**config.mk**
```make
export PLATFORM = sky130hd
export DESIGN_NAME = mult_seq_param
export DESIGN_NICKNAME = d
export VERILOG_FILES = /design/src/rtl/mult_seq_param.sv
export SDC_FILE = /design/constraint.sdc
export NUM_CORES = 1
export LEC_CHECK = 0
export ABC_AREA = 0
export BUFFER_PORTS_ARGS = -buffer_cell sky130_fd_sc_hd__buf_2
export CORE_MARGIN = 2
export CORE_UTILIZATION = 55
export DETAILED_ROUTE_END_ITERATION = 10
export HOLD_SLACK_MARGIN = 0.03
export PLACE_DENSITY = 0.73
export SYNTH_ARGS = -nofsm -noshare
export SYNTH_HDL_FRONTEND = slang
export SYNTH_SLANG_ARGS = --single-unit
```
**constraint.sdc**
```tcl
create_clock -name clk -period 9.2 [get_ports clk]
set_clock_uncertainty 0.2 [all_clocks]
set_input_delay 1.84 -clock clk [delete_from_list [all_inputs] [get_ports clk]]
set_output_delay 1.84 -clock clk [all_outputs]
set_load 0.05 [all_outputs]
```
**src/rtl/mult_seq_param.sv**
```systemverilog
// mult_seq_param: self-sequenced, parametrised A_W x B_W multiplier.
// One A_CHUNK x B_CHUNK partial product is accumulated per RUN cycle; signed
// operands are handled as magnitudes with a final two's-complement fix-up.
//
// Ports:
//   clk        clock, all state on rising edge
//   reset      asynchronous active-low reset
//   start      operation request, sampled only in IDLE
//   is_signed  1 = two's-complement operands, sampled with start
//   a, b       operands, sampled with start
//   busy       high while RUN or FIX
//   done       one-cycle completion pulse
//   product    result register, valid with done, held until next start
module mult_seq_param #(
  parameter int A_W     = 32,
  parameter int B_W     = 32,
  parameter int A_CHUNK = 8,
  parameter int B_CHUNK = 16
) (
  input  logic                 clk,
  input  logic                 reset,
  input  logic                 start,
  input  logic                 is_signed,
  input  logic [A_W-1:0]       a,
  input  logic [B_W-1:0]       b,
  output logic                 busy,
  output logic                 done,
  output logic [A_W+B_W-1:0]   product
);

  localparam int NA   = A_W / A_CHUNK;
  localparam int NB   = B_W / B_CHUNK;
  localparam int P_W  = A_W + B_W;
  localparam int PP_W = A_CHUNK + B_CHUNK;
  localparam int IW   = (NA > 1) ? $clog2(NA) : 1;
  localparam int JW   = (NB > 1) ? $clog2(NB) : 1;

  typedef enum logic [1:0] {
    S_IDLE,
    S_RUN,
    S_FIX,
    S_DONE
  } state_t;

  state_t             r_state;
  state_t             w_state_nxt;

  logic [A_W-1:0]     r_a_mag;
  logic [B_W-1:0]     r_b_mag;
  logic               r_neg;
  logic [IW-1:0]      r_i;
  logic [JW-1:0]      r_j;
  logic [P_W-1:0]     r_product;

  logic               w_a_neg;
  logic               w_b_neg;
  logic [A_W-1:0]     w_a_mag_in;
  logic [B_W-1:0]     w_b_mag_in;
  int                 w_a_off;
  int                 w_b_off;
  logic [A_CHUNK-1:0] w_a_slice;
  logic [B_CHUNK-1:0] w_b_slice;
  logic [PP_W-1:0]    w_pp;
  logic [P_W-1:0]     w_term;
  logic               w_last;

  // Operand magnitudes; the most-negative value maps to 2^(W-1) unsigned.
  always_comb begin
    w_a_neg    = is_signed & a[A_W-1];
    w_b_neg    = is_signed & b[B_W-1];
    w_a_mag_in = w_a_neg ? (~a + A_W'(1)) : a;
    w_b_mag_in = w_b_neg ? (~b + B_W'(1)) : b;
  end

  // Current partial product, zero-extended then shifted into place.
  always_comb begin
    w_a_off   = int'(r_i) * A_CHUNK;
    w_b_off   = int'(r_j) * B_CHUNK;
    w_a_slice = r_a_mag[w_a_off +: A_CHUNK];
    w_b_slice = r_b_mag[w_b_off +: B_CHUNK];
    w_pp      = PP_W'(w_a_slice) * PP_W'(w_b_slice);
    w_term    = P_W'(w_pp) << (w_a_off + w_b_off);
    w_last    = (r_i == IW'(NA - 1)) && (r_j == JW'(NB - 1));
  end

  // State register
  always_ff @(posedge clk or negedge reset) begin
    if (!reset) r_state <= S_IDLE;
    else        r_state <= w_state_nxt;
  end

  // Next-state logic
  always_comb begin
    w_state_nxt = r_state;
    unique case (r_state)
      S_IDLE:  if (start) w_state_nxt = S_RUN;
      S_RUN:   if (w_last) w_state_nxt = r_neg ? S_FIX : S_DONE;
      S_FIX:   w_state_nxt = S_DONE;
      S_DONE:  w_state_nxt = S_IDLE;
      default: w_state_nxt = S_IDLE;
    endcase
  end

  // Outputs
  always_comb begin
    busy = (r_state == S_RUN) || (r_state == S_FIX);
    done = (r_state == S_DONE);
  end

  assign product = r_product;

  // Datapath: operand capture, accumulation, sign fix-up
  always_ff @(posedge clk or negedge reset) begin
    if (!reset) begin
      r_a_mag   <= '0;
      r_b_mag   <= '0;
      r_neg     <= 1'b0;
      r_i       <= '0;
      r_j       <= '0;
      r_product <= '0;
    end else begin
      unique case (r_state)
        S_IDLE: begin
          if (start) begin
            r_a_mag   <= w_a_mag_in;
            r_b_mag   <= w_b_mag_in;
            r_neg     <= is_signed & (a[A_W-1] ^ b[B_W-1]);
            r_i       <= '0;
            r_j       <= '0;
            r_product <= '0;
          end
        end
        S_RUN: begin
          r_product <= r_product + w_term;
          // i runs fastest; both indices return to 0 after the last slice pair
          if (r_i == IW'(NA - 1)) begin
            r_i <= '0;
            r_j <= w_last ? '0 : r_j + JW'(1);
          end else begin
            r_i <= r_i + IW'(1);
          end
        end
        S_FIX: begin
          r_product <= ~r_product + P_W'(1);
        end
        default: ;
      endcase
    end
  end

endmodule

```
==> results.yml <==
outcome:
  status: "complete, no violations"
sta:
  setup_violations: 0
  worstMarginPinSlew_ns: 1.18
  layout_min_cycle_time_ns: 8.79
  hold_viol: 0
  fin_tns_setup_ns: 0
  drv_slew: 0
  max_freq_mhz: 114
  slew_headroom_pct: 21.5
  period_share_pct: 95.6
clock_tree:
  ctsLongestPathBuffers: 2
  cts.clk_slew.worst_paths_ns: 0.07
  cts_hold_buf: 0
  numClockSinks: 134
  cts_tree: "yes"
  numCtsBuffers: 17
  root_buffer: "clkbuf_16"
  post_cts_buffers: 0
  insertion_delay_ns: 0.47
  cts_max_level: 4
logic_synthesis:
  synth_fa_ha_area_share_pct: 19.0
  netlist_area_um2: 16600
  synth_top_family_by_area: "compound AO/OA/AOI/OAI gates"
  yosys_warnings: 0
  async_flop_share_pct: 100
  syn_avg_cell_area_um2: 7.59
  ys.flop_type: "dfrtp_1"
  yosysTopAreaCell: "dfrtp_1"
  synth.area.top_cells: "dfrtp_1, fa_1, ha_1"
  synth_mux_area_share_pct: 2.36
  synthXorXnorAreaFrac_pct: 7.43
  synth_compound_area_share_pct: 23.4
  synth_cell_types: 72
  yosysSeqAreaShare_pct: 20.2
  synthCells: 2188
  ys_ff_latch: 134
  yosys.area_share.simple_pct: 21.6
  syn_nets: 2457
  synth_edf_count: 0
  synth_top_area_share_pct: 20.2
cells_and_area:
  final_common_cell: "nor2_1"
  layout_common_cells: "nor2_1, nand2_1, o21ai_0"
  multi_input_area_um2: 12400
  area_growth_pct: 13.6
  nets: 2595
  diodes: 0
  seq_area_um2: 3360
  final_layout_size_suffix_gt1_share_pct: 13.8
  fill_cells: 2682
critical_path:
  cp.required_ns: 9.35
  worst-path-buf-inv: 7
  cp_slowest_stage_delay_ns: 0.57
  crit_top_cell: "fa_1"
  start_kind: "flop"
  arrival_ns: 8.94
  crit_path_top_delay_cell: "fa_1"
  cp-end-kind: "flop"
  critical_path_class: "flop to flop"
  cp_top_family: "compound AO/OA/AOI/OAI gates"
  cp_max_fo: 16
drt:
  vias: 16629
  drt_iter0_drc: 1476
  wl_per_cell_um: 18.6
  drc: 0
  antenna_left: 0
  first_pass_iters: 6
  routed_via_density: 6.09
  totalWireLength_um: 50700
die:
  ios: 134
  die_y_um: 178
  die_x_um: 178
  die_area_um2: 31600
  start_util_pct: 55.9
  core_um2: 29700
  fp-row-count: 63
grt:
  antenna_found_initial: 1
  grt_pass1_wl_um: 82400
  track_usage_pct: 32.8
  grt_pass1_vias: 16067
  grt-ovfl-total: 0
  grt_start_max_net_pins: 124
job:
  drv_cap: 0
min_path:
  hp-class: "flop to flop"
placement:
  dpl.hpwl_um: 39700
  numPortBuffers: 133
  gp_congestion: 0.961
path summary, 6_finish.rpt:
| kind | from | endpoint | slack (ns) | cells past startpoint |
|---|---|---|---|---|
| max | r_i[1] | product[55] | 0.41 | 36 |
| min in group asynchronous | reset | product[20] | 1.24 | 1 |
| max reg2reg | r_i[1] | product[55] | 0.41 | 36 |
| min | r_b_mag[6] | r_b_mag[6] | 0.28 | 2 |
| min reg2reg | r_b_mag[6] | r_b_mag[6] | 0.28 | 2 |
| max in group asynchronous | reset | r_i[0] | 6.32 | 2 |
metal layers:
metal  vias to the layer above  share of wire [%]  track usage, %
met5                         -              0.020               0
met4                         2                3.6            13.1
met3                       111                5.1            3.81
met2                       618                 48            55.7
met1                      7923                 43            42.5
li1                       7975                  -               -
worst min-delay path: stages, from the launching register on:
cell     delay [ns]
dfrtp_1        0.34
nand2_1        0.05
o21ai_0        0.06
kinds of logic (layout without fill, tap and decap cells):
group / after synthesis / in the layout
mux: 38 / 38
simple gates: 765 / 765
flops: 134 / 134
xor+xnor: 141 / 141
fa+ha+maj: 201 / 201
buf+inv: 269 / 420
compound gates: 640 / 640
flip-flops by register name, indices dropped and copies added (netlist names):
name     cells
r_state      2
product     64
r_neg        1
r_j          1
r_b_mag     32
r_a_mag     32
r_i          2
metrics by stage:
stage,instance area (µm²),worst slack (ns),cells,hold slack (ns),utilization (%)
floorplan,16600,0.0693,2188,0.230,-
global placement,18100,0.105,2697,0.258,60.9
detailed placement,18100,-0.188,2697,0.265,60.9
CTS,18700,0.0918,2729,0.284,63.1
global route,18900,-0.0102,2729,0.314,63.5
finish,18900,0.408,2729,0.280,63.5
timing repair:
action | 4_1_cts | 5_1_grt
pin swaps | 0 | 8
gates resized for setup | 3 | 31
cloned | 0 | 0
setup endpoints to repair | 6 | 31
area by class of cell:
cell class,instances,area share [%]
Multi-Input combinational cell,1785,65.7
Sequential cell,134,17.8
Timing Repair Buffer,226,7.39
Inverter,162,3.22
Tap cell,390,2.59
Clock buffer,17,2.25
Clock inverter,15,1.09
synth_stat cells (16+ instances only):
cell / n
a211oi_1: 16
a21o_1: 40
a21oi_1: 158
a22oi_1: 22
and2_1: 23
and3_1: 17
clkbuf_1: 98
dfrtp_1: 134
fa_1: 85
ha_1: 116
inv_1: 161
mux2i_1: 29
nand2_1: 216
nand2b_1: 22
nand3_1: 40
nand4_1: 19
nor2_1: 253
nor3_1: 66
nor3b_1: 20
nor4_1: 16
o21ai_0: 215
o21ai_1: 18
o21bai_1: 23
o22ai_1: 29
o31ai_1: 18
or2_2: 21
or3_1: 18
xnor2_1: 73
xor2_1: 68
Power is not shown: default switching activity piles up to over one toggle a cycle in this logic, so the estimate is an artifact.
